File: src/rtl/obstacle_scheduler.sv
// Frame-rate scheduler for scrolling cactus obstacles: advances slots once
// per frame, spawns at pseudo-random gaps, retires off-screen ones, ramps speed.
module obstacle_scheduler #(
    parameter int NUM_SLOTS   = 3,
    parameter int SCREEN_W    = 640,
    parameter int SPRITE_W    = 60,
    parameter int MIN_GAP     = 200,
    parameter int SPEED_INIT  = 4,
    parameter int SPEED_MAX   = 12,
    parameter int RAMP_FRAMES = 600
) (
    input  logic                   clkdiv,
    input  logic                   RESET,
    input  logic                   fresh,
    input  logic                   game_status,
    input  logic                   restart,
    input  logic                   collision,
    output logic [NUM_SLOTS-1:0]   obj_active,
    output logic [10*NUM_SLOTS-1:0] obj_pos,
    output logic [3:0]             speed,
    output logic [15:0]            score,
    output logic                   halted,
    output logic                   frame_done
);

    localparam int RETIRE = SCREEN_W + SPRITE_W;
    localparam int IW     = (NUM_SLOTS > 1) ? $clog2(NUM_SLOTS) : 1;
    localparam int GW     = $clog2(MIN_GAP + 256);
    localparam int RW     = $clog2(RAMP_FRAMES + 1);

    typedef enum logic [2:0] {
        IDLE,
        RUN,
        UPDATE,
        SPAWN,
        HALT
    } state_t;

    state_t                       state_q, state_d;
    logic                         fresh_q, fresh_d;
    logic                         pending_q, pending_d;
    logic [15:0]                  lfsr_q, lfsr_d;
    logic [IW-1:0]                idx_q, idx_d;
    logic [GW-1:0]                gap_q, gap_d;
    logic [RW-1:0]                ramp_q, ramp_d;
    logic [3:0]                   speed_q, speed_d;
    logic [15:0]                  score_q, score_d;
    logic [NUM_SLOTS-1:0]         active_q, active_d;
    logic [NUM_SLOTS-1:0][9:0]    pos_q, pos_d;
    logic                         frame_done_q, frame_done_d;

    logic                         tick;
    logic                         lfsr_fb;
    logic                         taken;
    logic [NUM_SLOTS-1:0]         spawn_oh;
    logic [10:0]                  sum;

    always_ff @(posedge clkdiv or posedge RESET) begin
        if (RESET) begin
            state_q      <= IDLE;
            fresh_q      <= 1'b0;
            pending_q    <= 1'b0;
            lfsr_q       <= 16'hACE1;
            idx_q        <= '0;
            gap_q        <= GW'(MIN_GAP);
            ramp_q       <= '0;
            speed_q      <= 4'(SPEED_INIT);
            score_q      <= '0;
            active_q     <= '0;
            pos_q        <= '0;
            frame_done_q <= 1'b0;
        end else begin
            state_q      <= state_d;
            fresh_q      <= fresh_d;
            pending_q    <= pending_d;
            lfsr_q       <= lfsr_d;
            idx_q        <= idx_d;
            gap_q        <= gap_d;
            ramp_q       <= ramp_d;
            speed_q      <= speed_d;
            score_q      <= score_d;
            active_q     <= active_d;
            pos_q        <= pos_d;
            frame_done_q <= frame_done_d;
        end
    end

    // Lowest free slot, one-hot
    always_comb begin
        taken    = 1'b0;
        spawn_oh = '0;
        for (int i = 0; i < NUM_SLOTS; i++) begin
            if (!active_q[i] && !taken) begin
                spawn_oh[i] = 1'b1;
                taken       = 1'b1;
            end
        end
    end

    always_comb begin
        state_d      = state_q;
        pending_d    = pending_q;
        idx_d        = idx_q;
        gap_d        = gap_q;
        ramp_d       = ramp_q;
        speed_d      = speed_q;
        score_d      = score_q;
        active_d     = active_q;
        pos_d        = pos_q;
        frame_done_d = 1'b0;
        sum          = '0;

        fresh_d = fresh;
        tick    = fresh_q & ~fresh;
        lfsr_fb = lfsr_q[0] ^ lfsr_q[2] ^ lfsr_q[3] ^ lfsr_q[5];
        lfsr_d  = {lfsr_fb, lfsr_q[15:1]};

        if (tick && !pending_q) begin
            pending_d = 1'b1;
        end

        unique case (state_q)
            IDLE: begin
                pending_d = 1'b0;
                if (game_status) begin
                    state_d = RUN;
                end
            end
            RUN: begin
                if (collision) begin
                    state_d = HALT;
                end else if (!game_status) begin
                    state_d = IDLE;
                end else if (pending_q) begin
                    state_d   = UPDATE;
                    idx_d     = '0;
                    pending_d = 1'b0;
                end
            end
            UPDATE: begin
                for (int i = 0; i < NUM_SLOTS; i++) begin
                    if (idx_q == IW'(i) && active_q[i]) begin
                        sum = {1'b0, pos_q[i]} + 11'(speed_q);
                        if (sum >= 11'(RETIRE)) begin
                            active_d[i] = 1'b0;
                            pos_d[i]    = '0;
                            if (score_q != 16'hFFFF) begin
                                score_d = score_q + 16'd1;
                            end
                        end else begin
                            pos_d[i] = sum[9:0];
                        end
                    end
                end
                if (idx_q == IW'(NUM_SLOTS - 1)) begin
                    state_d = SPAWN;
                end else begin
                    idx_d = idx_q + IW'(1);
                end
            end
            SPAWN: begin
                if (gap_q == '0 && taken) begin
                    for (int i = 0; i < NUM_SLOTS; i++) begin
                        if (spawn_oh[i]) begin
                            active_d[i] = 1'b1;
                            pos_d[i]    = '0;
                        end
                    end
                    gap_d = GW'(MIN_GAP) + GW'(lfsr_q[7:0]);
                end else if (gap_q > GW'(speed_q)) begin
                    gap_d = gap_q - GW'(speed_q);
                end else begin
                    gap_d = '0;
                end
                if (ramp_q == RW'(RAMP_FRAMES - 1)) begin
                    ramp_d = '0;
                    if (speed_q < 4'(SPEED_MAX)) begin
                        speed_d = speed_q + 4'd1;
                    end
                end else begin
                    ramp_d = ramp_q + RW'(1);
                end
                state_d      = RUN;
                frame_done_d = 1'b1;
            end
            HALT: begin
                pending_d = pending_q;
            end
            default: begin
                state_d = IDLE;
            end
        endcase

        // Restart wins over every state, including HALT
        if (restart) begin
            state_d      = IDLE;
            pending_d    = 1'b0;
            idx_d        = '0;
            gap_d        = GW'(MIN_GAP);
            ramp_d       = '0;
            speed_d      = 4'(SPEED_INIT);
            score_d      = '0;
            active_d     = '0;
            pos_d        = '0;
            frame_done_d = 1'b0;
        end
    end

    assign obj_active = active_q;
    assign obj_pos    = pos_q;
    assign speed      = speed_q;
    assign score      = score_q;
    assign halted     = (state_q == HALT);
    assign frame_done = frame_done_q;

endmodule

File: config.mk
export PLATFORM = sky130hd
export DESIGN_NAME = obstacle_scheduler
export DESIGN_NICKNAME = d
export VERILOG_FILES = /design/src/rtl/obstacle_scheduler.sv
export SDC_FILE = /design/constraint.sdc
export NUM_CORES = 1
export LEC_CHECK = 0
export BUFFER_PORTS_ARGS = -buffer_cell sky130_fd_sc_hd__buf_4
export CORE_MARGIN = 2
export CORE_UTILIZATION = 60
export DETAILED_ROUTE_END_ITERATION = 10
export PLACE_DENSITY = 0.81
export SLEW_MARGIN = 10
export SYNTH_ARGS = -nofsm -noshare
export SYNTH_HDL_FRONTEND = slang
export SYNTH_SLANG_ARGS = --single-unit
export TNS_END_PERCENT = 20
File: constraint.sdc
create_clock -name clkdiv -period 7.73 [get_ports clkdiv]
set_input_delay 0.3865 -clock clkdiv [delete_from_list [all_inputs] [get_ports clkdiv]]
set_output_delay 0.3865 -clock clkdiv [all_outputs]
set_load 0.02 [all_outputs]
== After elaboration in Yosys (flattened, before gate mapping) ==
Index checks and enable logic that the tools add are counted.

* Reduce and logical (&&, ||, !) cells: 29
* Equal/unequal tests: 26
* Bitwise gates (word level): 5
* Add/sub/neg operators: 9
* Magnitude comparators: 5
* Muxes and demuxes: 71

{| class="wikitable"
|+ Operators with widths
! operator !! number
|-
| 2-to-1 mux 16 bit || 11
|-
| 2-to-1 mux 10 bit || 12
|-
| 2-to-1 mux 30 bit || 2
|-
| one-hot mux 30 bit (2 select lines) || 1
|-
| != test 3 bit (second input constant) || 16
|-
| 2-to-1 mux 9 bit || 4
|-
| adder 10 x 4 -> 11 bit || 3
|-
| greater-or-equal comparator 11 x 10 -> 1 bit (second input constant) || 3
|-
| 2-to-1 mux 3 bit || 8
|-
| 2-to-1 mux 1 bit || 20
|-
| AND reduction 4 bit || 5
|-
| adder 16 x 1 -> 16 bit (second input constant) || 1
|-
| 2-to-1 mux 4 bit || 4
|-
| != test 16 bit (second input constant) || 1
|-
| one-hot mux 3 bit (5 select lines) || 1
|-
| AND reduction 5 bit || 3
|-
| adder 10 x 1 -> 10 bit (second input constant) || 1
|-
| equality test 10 bit (second input constant) || 1
|-
| 2-to-1 mux 2 bit || 5
|-
| adder 8 x 8 -> 9 bit (first input constant) || 1
|-
| > comparator 9 x 4 -> 1 bit || 1
|-
| zero test 9 bit || 1
|-
| subtractor 9 x 4 -> 9 bit || 1
|-
| nonzero test 2 bit || 4
|-
| other kinds (22) || 35
|}

* Logic and storage cells: 161
* Output and inout port bits: 55
* Flip-flop bits (word level): 96
* Bits of input ports: 6

== Longest topological paths before layout ==
* Depth after elaboration: 12
* Mapped depth: 12
* Mapped depth without buffers: 11

== Worst setup path before layout ==
No wires, ideal clock.

* Path kind: register to register
* Start: register speed_q[1] (netlist: speed[1])
* End: register score_q[3] (netlist: score[3])
* Clock period less this slack: 3.351 ns
* Stages on the path, launching flop included: 12
* Path buffers: 1
* Arrival: 3.223 ns
* Required time: 7.602 ns
* Setup time: 0.128 ns
* Setup slack: 4.379 ns
* Cells stage by stage: dfrtp_1 > inv_1 > fa_1 > nand2b_1 > a211oi_2 > mux2i_1 > nand2_1 > o32ai_2 > nor3_2 > buf_4 > nor3_1 > mux2_1

* Longest elaborated chain between the ends: 12
* Elaborated cells between the ends (all ways): 16
* Those cells by class: add/sub: 3; order compare: 3; mux: 10

{| class="wikitable"
|+ RTL lines
! what !! RTL line !! RTL
|-
| start: declaration || 46 || <nowiki>logic [3:0] speed_q, speed_d;</nowiki>
|-
| start signal: assignment || 67 || <nowiki>speed_q <= 4'(SPEED_INIT);</nowiki>
|-
| start signal: assignment || 80 || <nowiki>speed_q <= speed_d;</nowiki>
|-
| adder 10 x 4 -> 11 bit || 143 || <nowiki>sum = {1'b0, pos_q[i]} + 11'(speed_q);</nowiki>
|-
| greater-or-equal comparator 11 x 10 -> 1 bit || 144 || <nowiki>if (sum >= 11'(RETIRE)) begin</nowiki>
|-
| 2-to-1 mux 16 bit || 144 ||
|-
| 2-to-1 mux 16 bit || 142 || <nowiki>if (idx_q == IW'(i) && active_q[i]) begin</nowiki>
|-
| 2-to-1 mux 16 bit || 147 || <nowiki>if (score_q != 16'hFFFF) begin</nowiki>
|-
| 2-to-1 mux 16 bit || 144 ||
|-
| 2-to-1 mux 16 bit || 142 ||
|-
| 2-to-1 mux 16 bit || 147 ||
|-
| 2-to-1 mux 16 bit || 144 ||
|-
| 2-to-1 mux 16 bit * || 142 ||
|-
| 2-to-1 mux 16 bit * || 122 || <nowiki>unique case (state_q)</nowiki>
|-
| 2-to-1 mux 16 bit * || 195 || <nowiki>if (restart) begin</nowiki>
|-
| end signal: assignment || 81 || <nowiki>score_q <= score_d;</nowiki>
|-
| end: declaration || 47 || <nowiki>logic [15:0] score_q, score_d;</nowiki>
|}

Every way passes the cells marked *; elsewhere a longest branch is shown, timed or not. The select of a mux whose other input is x is not followed.
A chain may end at the register's enable or synchronous reset.

== Worst setup path in the final report ==
* Start: register speed_q[1] (netlist: speed[1])
* End: register score_q[0] (netlist: score[0])

The elaborated chain is that of the path after synthesis.

==> results.cfg <==
[synthesis]
ys_ff_latch = 96
post-synth-top-area-fraction = 0.361
yosys_warnings = 0
synth.yosys.seq_area_share = 0.415
synthesis.area_per_instance_um2 = 9.16
syn_inst = 636
count_of_flip_flops_with_a_built_in_enable_after_synthesis = 0
synth_area_leaders = sky130_fd_sc_hd__dfrtp_1 (36%), sky130_fd_sc_hd__dfstp_2 (5.4%), sky130_fd_sc_hd__ha_1 (4.9%), sky130_fd_sc_hd__o21ai_0 (4.0%), sky130_fd_sc_hd__nand2_1 (3.9%)
summed_instance_area_of_the_synthesized_netlist_um2 = 5830
synth-main-ff-cell = sky130_fd_sc_hd__dfrtp_1
post_synth_num_cell_types = 72
synthArstFlopShare = 1.00
post-synth-top-area-cell = sky130_fd_sc_hd__dfrtp_1
synth.net_count = 669

[timing]
fin_crit_sh = 0.504
rsz0062_at_grt = false
hold_violations = 0
post_route_skew_ns = 0.0120
tns_ns = 0
max-slew-margin-rel = 0.343
report.final.slew_viol_count = 0
maxClockFrequency_mhz = 257
finalSetupViolCount = 0
layout_setup_ws_ns = 3.84
tightestPinTransition_ns = 0.980
finalWorstPathRequiredPeriod_ns = 3.89

[final_layout]
layout_common_cells = sky130_fd_sc_hd__dfrtp_1 (84), sky130_fd_sc_hd__buf_4 (63), sky130_fd_sc_hd__nand2_1 (60)
antennaDiodeCount = 0
stdcell_area_um2 = 6540
area_growth_syn_to_layout_pct = 12.3
final_layout_size_suffix_gt1_frac = 0.171
postLayoutCoreUtil = 0.701
layout_commonest_cell = sky130_fd_sc_hd__dfrtp_1
final_nets = 724

[clock_tree]
clk_transition_reported_paths_ns = 0.09
numClockSinks = 96
cts_setup_buffers = 0
hold_buffers = 0
cts_tree = built
root_buffer = sky130_fd_sc_hd__clkbuf_8
htree_num_levels = 3
cts-buffers-inserted = 9
clk_latency_ns = 0.37
cts.repair.resized = 0
cts_max_path_buffers = 2

[routing]
antenna_violating_nets_post_route = 0
route.vias.total = 5194
wire_per_inst_um = 16.4
drc_errors = 0
drt_first_pass_iters = 6
detail_route.iter0.violations = 427
wl_mm = 13.6
avgViaCountPerCell = 6.30

[placement]
gp_congestion = 0.953
port-buffer-count = 60
dpl_worst_slack_ns = 3.88
placed_area_um2 = 6380
detailedPlacementHpwl_mm = 9.65

[worst_setup_path]
critical_path.endpoint = score[0]
critical_path_arrival_ns = 4.14
timing.critical_path.required_ns = 7.98
cp.buffers_inverters = 1
cp_max_delay_cell = sky130_fd_sc_hd__nor3_2
timing.critical_path.cells = inv_1 -> fa_1 -> nand2b_1 -> a211oi_2 -> xor2_1 -> a41oi_1 -> o32ai_2 -> nor3_2 -> nor2_1 -> mux2_1
reg2reg_setup_slack_ns = 3.84
crit_type = reg2reg
regToRegEndpoint = score[0]
crit_path_max_fanout = 17
critical_path.reg2reg.startpoint = speed[1]
startpoint = speed[1]
worst_r2r_path_depth = 10
cp_top_family = simple AND/OR/NAND/NOR gates
critical-path-max-stage-delay_ns = 0.82
crit_cells = 10
startpoint_class = flop
cp-end-kind = flop

[run_status]
run_status = finished clean

[floorplanning]
boundaryPins = 61
floorplan.core_area_um2 = 9330
std_cell_rows = 35
fp.dieH_um = 103
die_width_um = 103
die-area_um2 = 10500
floorplan.initialDensity = 0.625

[grt]
globalRouteTotalUtil = 0.270
grt_pass1_wl_mm = 22.6
overflow = 0
grt_antenna_before_repair = 0
grt_pass1_vias = 4741
grt_start_max_net_pins = 60

[run]
max_cap_violations = 0

[pwr]
power_density_nw_per_um2 = 167
vdd_drop_max_v = 0.0000912
power.static_leakage_nw = 2.89

[min_path]
hp-class = in2async
metal layers:
| layer | up-vias | track usage | part of all wire |
|---|---|---|---|
| met2 | 202 | 0.413 | 0.46 |
| met4 | 0 | 0.0995 | 0.018 |
| met5 | - | 0 | 0 |
| met1 | 2511 | 0.400 | 0.46 |
| li1 | 2457 | - | - |
| met3 | 24 | 0.0305 | 0.061 |
layout make-up:
cell class | count | area [um^2]
timing repair buffer | 63 | 473
multi-input combinational | 492 | 3210
clock inverter | 5 | 33.8
inverter | 29 | 110
fill | 735 | 2790
clock buffer | 11 | 131
sequential | 96 | 2420
tap | 129 | 161
report_power, final:
part | switching, mW | internal (mW) | total, mW
Sequential | 0.0319 | 0.523 | 0.555
Combinational | 0.148 | 0.0945 | 0.243
Clock | 0.177 | 0.117 | 0.294
worst min path at each step:
stage | startpoint | endpoint | slack [ns] | depth (start not counted)
floorplan | lfsr_q[9] | lfsr_q[8] | 0.33 | 0
global placement | lfsr_q[8] | lfsr_q[7] | 0.34 | 0
detailed placement | lfsr_q[9] | lfsr_q[8] | 0.34 | 0
CTS | RESET | ramp_q[8] | 0.11 | 2
global route | fresh | fresh_q | 0.12 | 1
finish | RESET | pending_q | 0.09 | 2
synthesized netlist by cell type, drive strengths merged, types with 14 or more instances:
cell    instances
dfrtp          84
nand2          60
o21ai          51
nor2           50
a21oi          41
inv            29
nand3          27
nor3           24
ha             23
o31ai          17
clkbuf         14
xor2           14
sequential cells by signal, indices dropped and copies added (netlist names):
name and flops:
frame_done 1, fresh_q 1, gap_q 9, idx_q 2, lfsr_q 16, obj_active 3, obj_pos 30, pending_q 1
ramp_q 10, score 16, speed 4, state_q 3
worst reg2reg max path, stage by stage, from the launching register on:
cell	delay, ns
sky130_fd_sc_hd__dfrtp_1	0.58
sky130_fd_sc_hd__inv_1	0.22
sky130_fd_sc_hd__fa_1	0.48
sky130_fd_sc_hd__nand2b_1	0.24
sky130_fd_sc_hd__a211oi_2	0.24
sky130_fd_sc_hd__xor2_1	0.12
sky130_fd_sc_hd__a41oi_1	0.33
sky130_fd_sc_hd__o32ai_2	0.23
sky130_fd_sc_hd__nor3_2	0.82
sky130_fd_sc_hd__nor2_1	0.18
sky130_fd_sc_hd__mux2_1	0.35
stage by stage:
stage	total power, mW	hold slack, ns	cells
floorplan	0.727	0.331	636
global placement	0.798	0.338	809
detailed placement	0.805	0.336	809
CTS	1.10	0.113	825
global route	1.16	0.116	825
finish	1.09	0.0911	825
logic make-up (layout without fill, tap and decap cells):
kind of cell / Yosys count / count (layout) / share of synthesized area
AOI/OAI and AO/OA: 193 / 193 / 0.226
buffers and inverters: 48 / 108 / 0.0333
xor gates and xnor gates: 23 / 23 / 0.0346
DFF: 96 / 96 / 0.415
and+or+nand+nor: 235 / 235 / 0.203
muxes: 14 / 14 / 0.0258
adders and majority gates: 27 / 27 / 0.0631
Note: power is estimated with default switching activity, not from simulation.
